===== src/rtl/pc_sequencer_if.sv =====
// Instruction memory fetch port used by pc_sequencer.
// master: the sequencer (drives request and address).
// slave:  the instruction memory (returns the acknowledge).
interface pc_sequencer_if #(
  parameter int PC_W = 8
);
  logic            mem_req;
  logic [PC_W-1:0] mem_addr;
  logic            mem_ack;

  modport master (output mem_req, output mem_addr, input mem_ack);
  modport slave  (input mem_req, input mem_addr, output mem_ack);
endinterface : pc_sequencer_if


===== src/rtl/pc_sequencer.sv =====
// pc_sequencer: fetch-control FSM that owns the program counter.
// It issues a fetch at pc, waits for the memory acknowledge, then advances
// pc by a sequential step, a jump, or (optionally) a call/return.
// Optional return-address stack: define PC_SEQ_CALLSTACK_EN to build it.
// Without the macro, call/ret are ignored and stack_err is tied low.
module pc_sequencer #(
  parameter int PC_W        = 8,
  parameter int STEP        = 4,
  parameter int RESET_PC    = 0,
  parameter int STACK_DEPTH = 4
) (
  input  logic               clk,
  input  logic               rst_n,
  input  logic               ena,
  input  logic               halt,
  pc_sequencer_if.master     mem,
  input  logic               jmp_valid,
  input  logic [PC_W-1:0]    jmp_target,
  input  logic               call,
  input  logic               ret,
  output logic [PC_W-1:0]    pc,
  output logic               fetch_valid,
  output logic               halted,
  output logic               stack_err
);

  typedef enum logic [1:0] {
    ST_IDLE    = 2'd0,
    ST_FETCH   = 2'd1,
    ST_ADVANCE = 2'd2,
    ST_HALTED  = 2'd3
  } state_e;

  state_e          state_q, state_d;
  logic [PC_W-1:0] pc_q, pc_d;
  logic            mem_req_q, mem_req_d;
  logic [PC_W-1:0] mem_addr_q, mem_addr_d;
  logic            fetch_valid_q, fetch_valid_d;
  logic            halted_q, halted_d;

  // PC chosen for the ADVANCE cycle (jump, return, or sequential step).
  logic [PC_W-1:0] adv_pc;
  logic [PC_W-1:0] pc_seq;

  // Sequential step wraps naturally at 2^PC_W.
  assign pc_seq = pc_q + PC_W'(STEP);

`ifdef PC_SEQ_CALLSTACK_EN
  localparam int SP_W  = $clog2(STACK_DEPTH + 1);
  localparam int IDX_W = (STACK_DEPTH > 1) ? $clog2(STACK_DEPTH) : 1;

  logic [PC_W-1:0] stack_q [STACK_DEPTH];
  logic [SP_W-1:0] sp_q, sp_d;
  logic [SP_W-1:0] sp_m1;
  logic            stack_err_q, stack_err_d;
  logic            push_en;

  assign sp_m1 = sp_q - SP_W'(1);

  // Next-PC selection with call/return handling; stack only moves in ADVANCE.
  always_comb begin
    // NOTE: every output of a combinational block gets a default first so no
    // path leaves it unassigned, which would otherwise infer a latch.
    adv_pc      = pc_seq;
    push_en     = 1'b0;
    sp_d        = sp_q;
    stack_err_d = stack_err_q;
    if (state_q == ST_ADVANCE) begin
      if (jmp_valid) begin
        adv_pc = jmp_target;
        if (call) begin
          if (sp_q == SP_W'(STACK_DEPTH)) begin
            stack_err_d = 1'b1;           // overflow: push dropped, jump kept
          end else begin
            push_en = 1'b1;
            sp_d    = sp_q + SP_W'(1);
          end
        end
      end else if (ret) begin
        if (sp_q == '0) begin
          stack_err_d = 1'b1;             // underflow: fall back to sequential
        end else begin
          adv_pc = stack_q[sp_m1[IDX_W-1:0]];
          sp_d   = sp_m1;
        end
      end
    end
  end

  // Stack pointer and sticky error flag.
  always_ff @(posedge clk or negedge rst_n) begin
    if (!rst_n) begin
      sp_q        <= '0;
      stack_err_q <= 1'b0;
    end else begin
      sp_q        <= sp_d;
      stack_err_q <= stack_err_d;
    end
  end

  // Return-address storage.
  // NOTE: the stack array has no reset; entries are only read below sp_q,
  // and sp_q is reset, so stale contents are never observed.
  always_ff @(posedge clk) begin
    if (push_en) begin
      stack_q[sp_q[IDX_W-1:0]] <= pc_seq;
    end
  end

  assign stack_err = stack_err_q;
`else
  localparam int unused_stack_depth = STACK_DEPTH;
  logic unused_call_ret;
  assign unused_call_ret = call ^ ret;

  // Next-PC selection without a stack: call/ret have no effect.
  always_comb begin
    adv_pc = jmp_valid ? jmp_target : pc_seq;
  end

  assign stack_err = 1'b0;
`endif

  // FSM state and registered outputs.
  always_ff @(posedge clk or negedge rst_n) begin
    // NOTE: sequential state uses non-blocking assignments so every flop
    // samples pre-edge values regardless of statement order.
    if (!rst_n) begin
      state_q       <= ST_IDLE;
      pc_q          <= PC_W'(RESET_PC);
      mem_req_q     <= 1'b0;
      mem_addr_q    <= PC_W'(RESET_PC);
      fetch_valid_q <= 1'b0;
      halted_q      <= 1'b0;
    end else begin
      state_q       <= state_d;
      pc_q          <= pc_d;
      mem_req_q     <= mem_req_d;
      mem_addr_q    <= mem_addr_d;
      fetch_valid_q <= fetch_valid_d;
      halted_q      <= halted_d;
    end
  end

  // Next-state and next-output logic.
  always_comb begin
    state_d       = state_q;
    pc_d          = pc_q;
    mem_req_d     = mem_req_q;
    mem_addr_d    = mem_addr_q;
    fetch_valid_d = 1'b0;
    halted_d      = halted_q;
    unique case (state_q)
      ST_IDLE: begin
        if (ena && !halt) begin
          state_d    = ST_FETCH;
          mem_req_d  = 1'b1;
          mem_addr_d = pc_q;
        end
      end
      ST_FETCH: begin
        // Request held until acknowledged; ena is deliberately not looked at.
        if (mem.mem_ack) begin
          state_d       = ST_ADVANCE;
          mem_req_d     = 1'b0;
          fetch_valid_d = 1'b1;
        end
      end
      ST_ADVANCE: begin
        pc_d = adv_pc;
        if (halt) begin
          state_d  = ST_HALTED;
          halted_d = 1'b1;
        end else if (ena) begin
          state_d    = ST_FETCH;
          mem_req_d  = 1'b1;
          mem_addr_d = adv_pc;
        end else begin
          state_d = ST_IDLE;
        end
      end
      ST_HALTED: begin
        if (!halt) begin
          state_d  = ST_IDLE;
          halted_d = 1'b0;
        end
      end
      default: state_d = ST_IDLE;
    endcase
  end

  assign mem.mem_req  = mem_req_q;
  assign mem.mem_addr = mem_addr_q;
  assign pc           = pc_q;
  assign fetch_valid  = fetch_valid_q;
  assign halted       = halted_q;

endmodule : pc_sequencer


===== src/flat_wrapper.sv =====
// flat-port wrapper written by rule: the top's interface ports become plain ports
module pc_sequencer_flat 
#(
  parameter int PC_W        = 8,
  parameter int STEP        = 4,
  parameter int RESET_PC    = 0,
  parameter int STACK_DEPTH = 4
)
  (clk, rst_n, ena, halt, jmp_valid, jmp_target, call, ret, pc, fetch_valid, halted, stack_err, mem_mem_req, mem_mem_addr, mem_mem_ack);
  pc_sequencer_if #(.PC_W(PC_W)) mem_i ();
  input  logic clk;
  input  logic rst_n;
  input  logic ena;
  input  logic halt;
  input  logic jmp_valid;
  input  logic [PC_W-1:0] jmp_target;
  input  logic call;
  input  logic ret;
  output logic [PC_W-1:0] pc;
  output logic fetch_valid;
  output logic halted;
  output logic stack_err;
  output wire logic [$bits(mem_i.mem_req)-1:0] mem_mem_req;
  output wire logic [$bits(mem_i.mem_addr)-1:0] mem_mem_addr;
  input wire logic [$bits(mem_i.mem_ack)-1:0] mem_mem_ack;
  assign mem_mem_req = mem_i.mem_req;
  assign mem_mem_addr = mem_i.mem_addr;
  assign mem_i.mem_ack = mem_mem_ack;
  pc_sequencer #(.PC_W(PC_W), .STEP(STEP), .RESET_PC(RESET_PC), .STACK_DEPTH(STACK_DEPTH)) u_core (.clk(clk), .rst_n(rst_n), .ena(ena), .halt(halt), .mem(mem_i), .jmp_valid(jmp_valid), .jmp_target(jmp_target), .call(call), .ret(ret), .pc(pc), .fetch_valid(fetch_valid), .halted(halted), .stack_err(stack_err));
endmodule

===== config.mk =====
export PLATFORM = sky130hd
export DESIGN_NAME = pc_sequencer_flat
export DESIGN_NICKNAME = d
export VERILOG_FILES = /design/src/rtl/pc_sequencer_if.sv /design/src/rtl/pc_sequencer.sv /design/src/flat_wrapper.sv
export SDC_FILE = /design/constraint.sdc
export NUM_CORES = 1
export LEC_CHECK = 0
export BUFFER_PORTS_ARGS = -buffer_cell sky130_fd_sc_hd__buf_2
export CORE_MARGIN = 2
export CORE_UTILIZATION = 52
export DETAILED_ROUTE_END_ITERATION = 8
export PLACE_DENSITY_LB_ADDON = 0.25
export SLEW_MARGIN = 20
export SYNTH_ARGS = -nofsm -noshare
export SYNTH_HDL_FRONTEND = slang
export SYNTH_SLANG_ARGS = --single-unit

===== constraint.sdc =====
create_clock -name clk -period 3.7 [get_ports clk]
set_clock_uncertainty 0.1 [all_clocks]
set_input_delay 0.74 -clock clk [delete_from_list [all_inputs] [get_ports clk]]
set_output_delay 0.74 -clock clk [all_outputs]
set_load 0.05 [all_outputs]

==> results of run 1 <==
## power by group
part | switching [uW] | total [uW] | internal (uW)
Clock | 65.0 | 107 | 42.0
Sequential | 103 | 431 | 328
Combinational | 478 | 670 | 192
## synth_stat cells, drive strengths merged, types with 2 or more instances
library cell   n  area share
clkbuf         2      0.0073
nor4b          2       0.017
nor2          10       0.037
a21oi          6       0.029
o31ai          3       0.027
nor2b          4       0.024
nor4bb         2       0.020
mux2i          3       0.029
a211oi         3       0.022
nand3b         2       0.015
and4b          2       0.020
inv            4       0.015
mux2           4       0.044
nand3          2      0.0098
dfrtp         21        0.51
nand2          8       0.029
buf            3       0.017
o21ai          2      0.0098
## final cells by class
cell class	instances	area [sq um]
Clock buffer	4	26.3
Fill cell	159	682
Inverter	4	15.0
Multi-Input combinational cell	68	459
Sequential cell	21	526
Tap cell	27	33.8
Timing Repair Buffer	32	160
## metal layers
metal  GRT usage  vias to the layer above
met3      0.0340                        4
met2       0.326                       25
met5           0                        -
met4      0.0857                        0
li1            -                      419
met1       0.261                      405
## sequential cells by signal, indices dropped and copies added, names as in the netlist
name	cells
u_core.fetch_valid	1
u_core.halted	1
u_core.mem.mem_addr	8
u_core.mem.mem_req	1
u_core.pc	8
u_core.state_q	2
## logic make-up (layout without fill, tap and decap cells)
kind of cell	after synthesis	count (layout)	synth area share
fa+ha+maj	1	1	0.0122
buf+inv	9	40	0.0391
mux	7	7	0.0733
compound gates	19	19	0.126
simple gates	40	40	0.233
other cells	1	1	0.00366
flops	21	21	0.513
## path summary, 6_finish.rpt
path,slack [ns],end,start,depth (start not counted)
setup / recovery,1.77,pc[5],u_core.pc[5],1
hold / removal,0.28,u_core.pc[7],rst_n,1
setup reg to reg,1.92,u_core.mem.mem_addr[7],u_core.state_q[0],3
hold reg to reg,0.39,u_core.mem.mem_addr[7],u_core.mem.mem_addr[7],2
max in group asynchronous,2.90,u_core.halted,rst_n,1
min in group clk,0.39,u_core.mem.mem_addr[7],u_core.mem.mem_addr[7],2
## stage by stage
stage,util,std cells,hold slack [ns]
after floorplan,-,98,0.344
after global placement,0.628,152,0.354
after detailed placement,0.628,152,0.367
after CTS,0.641,156,0.285
after global routing,0.641,156,0.301
final,0.641,156,0.281
==> summary.txt, run 1 <==
Placement
  – Post-DP HPWL: 1.48 mm
  – Placer Congestion: 0.816
  – Dpl cell area: 1190 sq um
  – IO Port Bufs: 32
  – Dpl ws: 1.66 ns

Power and ir drop
  – Total power: 1210 uW
  – VDD IR max: ~570 uV
  – Static Leak: around 0.00057 uW
  – P per Cell Area: 991 nW/um^2

CTS
  – CTS H-tree lvls: 1
  – Clock Sinks: 21
  – Post-CTS sizing: 0
  – CTS clk-pin slew, worst paths: 0.11 ns
  – Post-CTS Hold Buffers: 0
  – Setup Fix Bufs, Post-CTS: 0
  – CTS buffer count: 3
  – CTS max path bufs: 2
  – Worst-skew pair later-pin latency: about 0.3 ns
  – TritonCTS clock tree: built
  – CTS root buffer: clkbuf_4

Hold path
  – Worst min path class: in2async

STA
  – Achievable Freq: 519 MHz
  – Final setup fails: 0
  – Max-slew violation count: 0
  – Final WS setup: 1.77 ns
  – Final Hold Viols: 0
  – Fin Setup TNS: 0 ns
  – Tmin final: 1.93 ns
  – Crit share post-route: 0.521
  – RSZ-0062 raised after global routing: no

Layout
  – Most common cell after layout, fill and taps aside: buf_2
  – P&R area growth vs syn: 19.0%
  – Design Area, Final: 1220 sq um
  – Fraction of layout cells with a size suffix above 1: 0.333
  – Nets@finish: ~150
  – # diodes: 0
  – Most frequent cells in the layout: buf_2 (32), dfrtp_1 (21), nor2_1 (10)

Yosys
  – Synth Net Count: 115
  – Yosys warns: 0
  – Mapped Cells: a little under 100
  – Synth Flop Type: dfrtp_1
  – Mapped Area: between 1000 and 1500 sq um
  – Seq/Total Area, Yosys: 0.513
  – Post-synth EDFFs: 0
  – Synth cell types: 37
  – Synth async-reset ratio: 1.00
  – Yosys reg bits: 21
  – Syn Area/Cell: 10.5 sq um

Critical path
  – WP data required: 2.86 ns
  – CP Class: reg2out
  – CP cell instances: buf_2
  – Delay-heaviest family, CP: flip-flops
  – Critical Path Max Stage Delay: 0.48 ns
  – CP max-delay cell: dfrtp_1
  – Crit end category: output port
  – WP data arrival: 1.09 ns
  – Worst setup SP type: flop
  – CP bufs+invs: 1
  – Critical Path Fanout Max: 8

Floorplanning
  – Die width: 48.4 microns
  – Die area: 2340 sq um
  – I/O pin count: 36
  – Row Count: 16
  – Initial Util: 0.539
  – Core box area: around 1900 sq um
  – Die H: 48.4 microns

Route
  – Routed length per instance: roughly 13 microns
  – Via density: 5.47
  – DR DRC count: 0
  – Uppermost layer routed: met4
  – Pre-Repair DR Iteration Count: 4
  – Met2 wire len: 952 microns
  – Initial DRC Count: 16
  – Met3 wire length: 90 microns
  – Antenna violation net count after detailed routing: 0
  – Vias: 853
  – WL met1: 961 microns
  – WL final: 2.03 mm

Global routing
  – Vias in the first global route: 822
  – First-pass GRT wire length: 3.62 mm
  – Largest net degree at the start of global routing: 22
  – GRT overflow: 0
  – Initial antenna violation count: 0
  – Total GRT Usage: 0.199

Run
  – Max Cap Viol: 0

Outcome
  – Outcome: finished, final reports clean
No activity file was read; power rests on OpenSTA's default activity.
==> inputs of run 2 (changes only) <==
--- a/config.mk
+++ b/config.mk
@@ -7,7 +7,7 @@
 export LEC_CHECK = 0
 export BUFFER_PORTS_ARGS = -buffer_cell sky130_fd_sc_hd__buf_2
 export CORE_MARGIN = 2
-export CORE_UTILIZATION = 52
+export CORE_UTILIZATION = 43
 export DETAILED_ROUTE_END_ITERATION = 8
 export PLACE_DENSITY_LB_ADDON = 0.25
 export SLEW_MARGIN = 20
==> constraint.sdc (replaced) <==
create_clock -name clk -period 1.6 [get_ports clk]
set_clock_uncertainty 0.1 [all_clocks]
set_input_delay 0.32 -clock clk [delete_from_list [all_inputs] [get_ports clk]]
set_output_delay 0.32 -clock clk [all_outputs]
set_load 0.05 [all_outputs]
==> summary.txt, run 2 (same netlist as run 1, synthesis figures left out) <==
Critical path
  – CP max-delay cell: or3b_1
  – WP data required: around 1.7 ns
  – CP bufs+invs: 0
  – CP Class: reg2reg
  – Crit end category: flop
  – Critical Path Fanout Max: 5
  – CP cell instances: or3b_1 > a211o_1 > o31ai_2
  – Delay-heaviest family, CP: simple AND/OR/NAND/NOR gates
  – Worst setup SP type: flop
  – Critical Path Max Stage Delay: 0.47 ns
  – WP data arrival: 1.65 ns

CTS
  – TritonCTS clock tree: built
  – Worst-skew pair later-pin latency: 0.31 ns
  – CTS root buffer: clkbuf_4
  – CTS clk-pin slew, worst paths: 0.12 ns
  – CTS H-tree lvls: 1
  – Clock Sinks: 21
  – CTS buffer count: 3
  – CTS max path bufs: 2

Hold path
  – Worst min path class: in2reg

Power and ir drop
  – Comb pwr share: 0.584
  – Sw Ratio: 0.528
  – Net Sw Power: 1540 uW
  – Static Leak: 0.000611 uW
  – VDD IR max: around 1500 uV
  – Cell Int Power: between 1000 and 1500 uW
  – Seq pwr share: 0.324
  – Clock power share: 0.092
  – P per Cell Area: between 2000 and 2500 nW/um^2

Layout
  – Register Area: 528 sq um
  – Area of the multi-input gates: 462 sq um
  – Fill count: approximately 210
  – Final cell count without fillers: 166
  – Post-layout util: 0.582
  – P&R area growth vs syn: 26.9%
  – # diodes: 0
  – Most frequent cells in the layout: buf_2 (32), dfrtp_1 (19), nor2_1 (10)
  – Most common cell after layout, fill and taps aside: buf_2
  – Fraction of layout cells with a size suffix above 1: 0.399
  – Nets@finish: roughly 160

Floorplanning
  – I/O pin count: 36
  – Die H: between 50 and 60 microns
  – Die area: 2790 sq um
  – Initial Util: 0.459
  – Row Count: 17
  – Die width: 52.8 microns
  – Core box area: 2230 sq um

STA
  – Fin Setup TNS: 0 ns
  – Tmin final: 1.53 ns
  – Achievable Freq: 654 MHz
  – Final setup fails: 0
  – Final Hold Viols: 0
  – RSZ-0062 raised after global routing: no
  – Max-slew violation count: 0
  – Crit share post-route: 0.956

Placement
  – Placer Congestion: 0.778
  – IO Port Bufs: 32
  – DP Cell Count: 161
  – Post-DP HPWL: 1.69 mm

Route
  – Initial DRC Count: 10
  – WL final: 2.25 mm
  – DR DRC count: 0
  – Routed length per instance: around 14 microns
  – Vias: between 800 and 900
  – Antenna violation net count after detailed routing: 0
  – Pre-Repair DR Iteration Count: 4
  – Via density: 5.28

Global routing
  – GRT overflow: 0
  – First-pass GRT wire length: between 3 and 4 mm
  – Vias in the first global route: between 800 and 900
  – Initial antenna violation count: 0
  – Largest net degree at the start of global routing: 22
  – Total GRT Usage: 0.188

Run
  – Max Cap Viol: 0

Outcome
  – Outcome: finished, final reports clean
==> run 2: what timing repair did <==
action                                 in CTS  in global routing
setup buffers                               0                  0
endpoints found under the hold margin      21                  0
hold buffers                                1                  0
setup endpoints to repair                   0                  1
resized for setup                           0                  1
==> run 2: per-stage QoR <==
step	worst slack [ns]	instance area (sq um)	power (uW)	hold WS, ns
floorplan	0.0389	1030	2220	-0.0756
global placement	0.0737	1260	2630	0.199
detailed placement	0.0592	1260	2670	0.206
CTS	0.0509	1300	2960	0.106
global route	0.000723	1300	3120	0.112
finish	0.0705	1300	2920	0.126
==> run 2: final timing paths <==
check                                  startpoint                      to  slack (ns)  cells after the start
setup / recovery                u_core.state_q[0]  u_core.mem.mem_addr[7]        0.07                      3
hold / removal                        mem_mem_ack       u_core.state_q[0]        0.13                      2
setup reg to reg                u_core.state_q[0]  u_core.mem.mem_addr[7]        0.07                      3
hold reg to reg            u_core.mem.mem_addr[4]  u_core.mem.mem_addr[4]        0.39                      2
max in group asynchronous                   rst_n            u_core.pc[2]        0.67                      2
min in group asynchronous                   rst_n  u_core.mem.mem_addr[4]        0.38                      2
==> run 2: worst register-to-register path, cell delays in order (launching register included) <==
cell	delay, ns
dfrtp_1	0.42
or3b_1	0.47
a211o_1	0.27
o31ai_2	0.18
==> run 2: metal layers <==
| metal | track usage | vias up | routed length (microns) |
|---|---|---|---|
| met3 | 0.0343 | 2 | 117 |
| met1 | 0.242 | 411 | 965 |
| met2 | 0.308 | 26 | 1150 |
| met4 | 0.0769 | 0 | 12 |
| li1 | - | 438 | - |
| met5 | 0 | - | 0 |
==> run 2: power groups by stage <==
| stage | sequential [uW] | clock (uW) | combinational [uW] |
|---|---|---|---|
| after floorplan | 1670 | 0 | 548 |
| after global placement | 947 | 0 | 1680 |
| after detailed placement | 964 | 0 | 1710 |
| after CTS | 951 | 291 | 1720 |
| after global routing | 985 | 306 | 1830 |
| final | 948 | 268 | 1710 |
==> run 2: layout make-up <==
type,count,area share
Timing Repair Buffer,41,0.177
Multi-Input combinational cell,68,0.355
Tap cell,28,0.0269
Sequential cell,21,0.406
Clock inverter,1,0.00577
Clock buffer,3,0.0173
Inverter,4,0.0115
==> inputs of run 3 (changes only) <==
--- a/config.mk
+++ b/config.mk
@@ -5,9 +5,10 @@
 export SDC_FILE = /design/constraint.sdc
 export NUM_CORES = 1
 export LEC_CHECK = 0
+export ABC_AREA = 1
 export BUFFER_PORTS_ARGS = -buffer_cell sky130_fd_sc_hd__buf_2
 export CORE_MARGIN = 2
-export CORE_UTILIZATION = 43
+export CORE_UTILIZATION = 44
 export DETAILED_ROUTE_END_ITERATION = 8
 export PLACE_DENSITY_LB_ADDON = 0.25
 export SLEW_MARGIN = 20
==> summary.txt, run 3 <==
Floorplanning
  – I/O pin count: 36
  – Die H: 53.0 microns
  – Die width: 53.0 microns
  – Die area: ~2800 sq um
  – Initial Util: 0.473
  – Row Count: 17
  – Core box area: 2230 sq um

Yosys
  – Seq/Total Area, Yosys: 0.497
  – Synth area leader: dfrtp_1
  – Yosys reg bits: 21
  – Top cell type's share of synthesized area: 0.497
  – Synth cell count leaders: nand2_1 (32), dfrtp_1 (21), nor2_1 (13)
  – Synth Flop Type: dfrtp_1
  – Synth async-reset ratio: 1.00
  – Synth cell types: 26
  – Most common cell in the synthesized netlist: nand2_1
  – Post-synth EDFFs: 0
  – Mapped Area: approximately 1100 sq um
  – Synth Net Count: between 100 and 150
  – Synth area leaders: dfrtp_1 (50%), nand2_1 (11%), nand3_1 (4.7%)
  – Yosys warns: 0
  – Mapped Cells: 125
  – Syn Area/Cell: 8.46 sq um

Hold path
  – Worst min path class: in2reg

Global routing
  – GRT overflow: 0
  – Largest net degree at the start of global routing: 22
  – Total GRT Usage: 0.184
  – Vias in the first global route: 853
  – First-pass GRT wire length: 3.70 mm
  – Initial antenna violation count: 0

Critical path
  – CP bufs+invs: 2
  – Critical Path Fanout Max: 6
  – CP cell instances: buf_4 > buf_2
  – Worst setup SP type: flop
  – CP max-delay cell: dfrtp_2
  – Delay-heaviest family, CP: flip-flops
  – WP data arrival: between 1 and 1.5 ns
  – Critical Path Max Stage Delay: 0.43 ns
  – CP Class: reg2out
  – Crit end category: output port
  – WP data required: around 1.2 ns

Power and ir drop
  – P per Cell Area: around 2400 nW/um^2
  – Static Leak: a little under 0.0007 uW
  – Total power: 3100 uW
  – VDD IR max: 1190 uV

CTS
  – CTS root buffer: clkbuf_4
  – CTS H-tree lvls: 1
  – CTS buffer count: 3
  – Worst-skew pair later-pin latency: around 0.3 ns
  – Setup Fix Bufs, Post-CTS: 0
  – Clock Sinks: 21
  – CTS max path bufs: 2
  – Post-CTS Hold Buffers: 1
  – Post-CTS sizing: 0
  – CTS clk-pin slew, worst paths: 0.11 ns
  – TritonCTS clock tree: built

STA
  – Final setup fails: 0
  – Tmin final: about 1.5 ns
  – RSZ-0062 raised after global routing: no
  – Fin Setup TNS: 0 ns
  – Achievable Freq: 662 MHz
  – Crit share post-route: 0.945
  – Max-slew violation count: 0
  – Hold slack: 0.150 ns
  – Final WS setup: 0.0886 ns
  – Final Hold Viols: 0

Route
  – DR DRC count: 0
  – WL final: 2.20 mm
  – Antenna violation net count after detailed routing: 0
  – Routed length per instance: 11.6 microns
  – Via density: 5.00
  – Pre-Repair DR Iteration Count: 4
  – Vias: 950
  – Initial DRC Count: 12

Run
  – Max Cap Viol: 0

Layout
  – Most frequent cells in the layout: nand2_1 (32), buf_2 (32), dfrtp_1 (19)
  – Area of the multi-input gates: approximately 450 sq um
  – Final cell count without fillers: 190
  – # diodes: 0
  – P&R area growth vs syn: 21.8%
  – Fraction of layout cells with a size suffix above 1: 0.346
  – Nets@finish: 180
  – Register Area: between 500 and 600 sq um
  – Fill count: 226

Placement
  – Placer Congestion: about 0.8
  – Dpl ws: 0.204 ns
  – DP Cell Count: 185
  – Post-DP HPWL: ~1.7 mm
  – IO Port Bufs: 32

Outcome
  – Outcome: finished, final reports clean
run 3: changes by cell type after synthesis, sizes merged, moves of 3 or more:
cell,change
inv,+10
nand2,+28
nor2,+5
mux2,-4
nor2b,-4
o21bai,+3
mux2i,-3
nand3,+9
o21ai,+7
run 3: cell type report:
class / instances / share of cell area
clock buffers: 4 / 0.0204
inverters: 14 / 0.0447
repair buffers: 36 / 0.150
flip-flops and latches: 21 / 0.410
multi-input cells: 87 / 0.348
well taps: 28 / 0.0272
run 3: worst paths after layout:
check / startpoint / to / slack (ns) / depth (start not counted)
min in group asynchronous: rst_n / u_core.mem.mem_req / 0.39 / 2
setup / recovery: u_core.pc[2] / pc[2] / 0.09 / 2
hold / removal: mem_mem_ack / u_core.fetch_valid / 0.15 / 3
setup reg to reg: u_core.pc[3] / u_core.mem.mem_addr[6] / 0.19 / 8
max in group asynchronous: rst_n / u_core.pc[2] / 0.68 / 2
hold reg to reg: u_core.mem.mem_addr[6] / u_core.mem.mem_addr[6] / 0.39 / 2
run 3: power breakdown:
group	switching [uW]	internal, uW
registers	192	788
logic	1390	476
clock network	152	97.1
total	1740	1360
run 3: metrics by stage:
step | area, sq um | utilization
6_report | 1290 | 0.576
5_1_grt | 1290 | 0.576
4_1_cts | 1290 | 0.576
3_5_place_dp | 1250 | 0.560
3_3_place_gp | 1250 | 0.560
2_1_floorplan | 1060 | -
run 3: per-layer routing:
metal / part of all wire / global-route usage / vias to the layer above
met5: 0 / 0 / -
met4: 0.011 / 0.0897 / 0
met3: 0.067 / 0.0226 / 4
met2: 0.48 / 0.304 / 34
met1: 0.44 / 0.237 / 437
li1: - / - / 475
run 3: worst min-delay path, delay by kind of cell:
family                 cells  cell delay [ns]
buffers and inverters      2             0.15
and+or+nand+nor            1             0.05
run 3: cells by family after synthesis:
| group | after synthesis | synth area share |
|---|---|---|
| other | 1 | 0.00355 |
| adder cells (fa/ha/maj) | 1 | 0.0118 |
| AO/OA/AOI/OAI | 21 | 0.129 |
| flip-flops | 21 | 0.497 |
| AND/OR/NAND/NOR | 64 | 0.279 |
| buffers and inverters | 17 | 0.0793 |
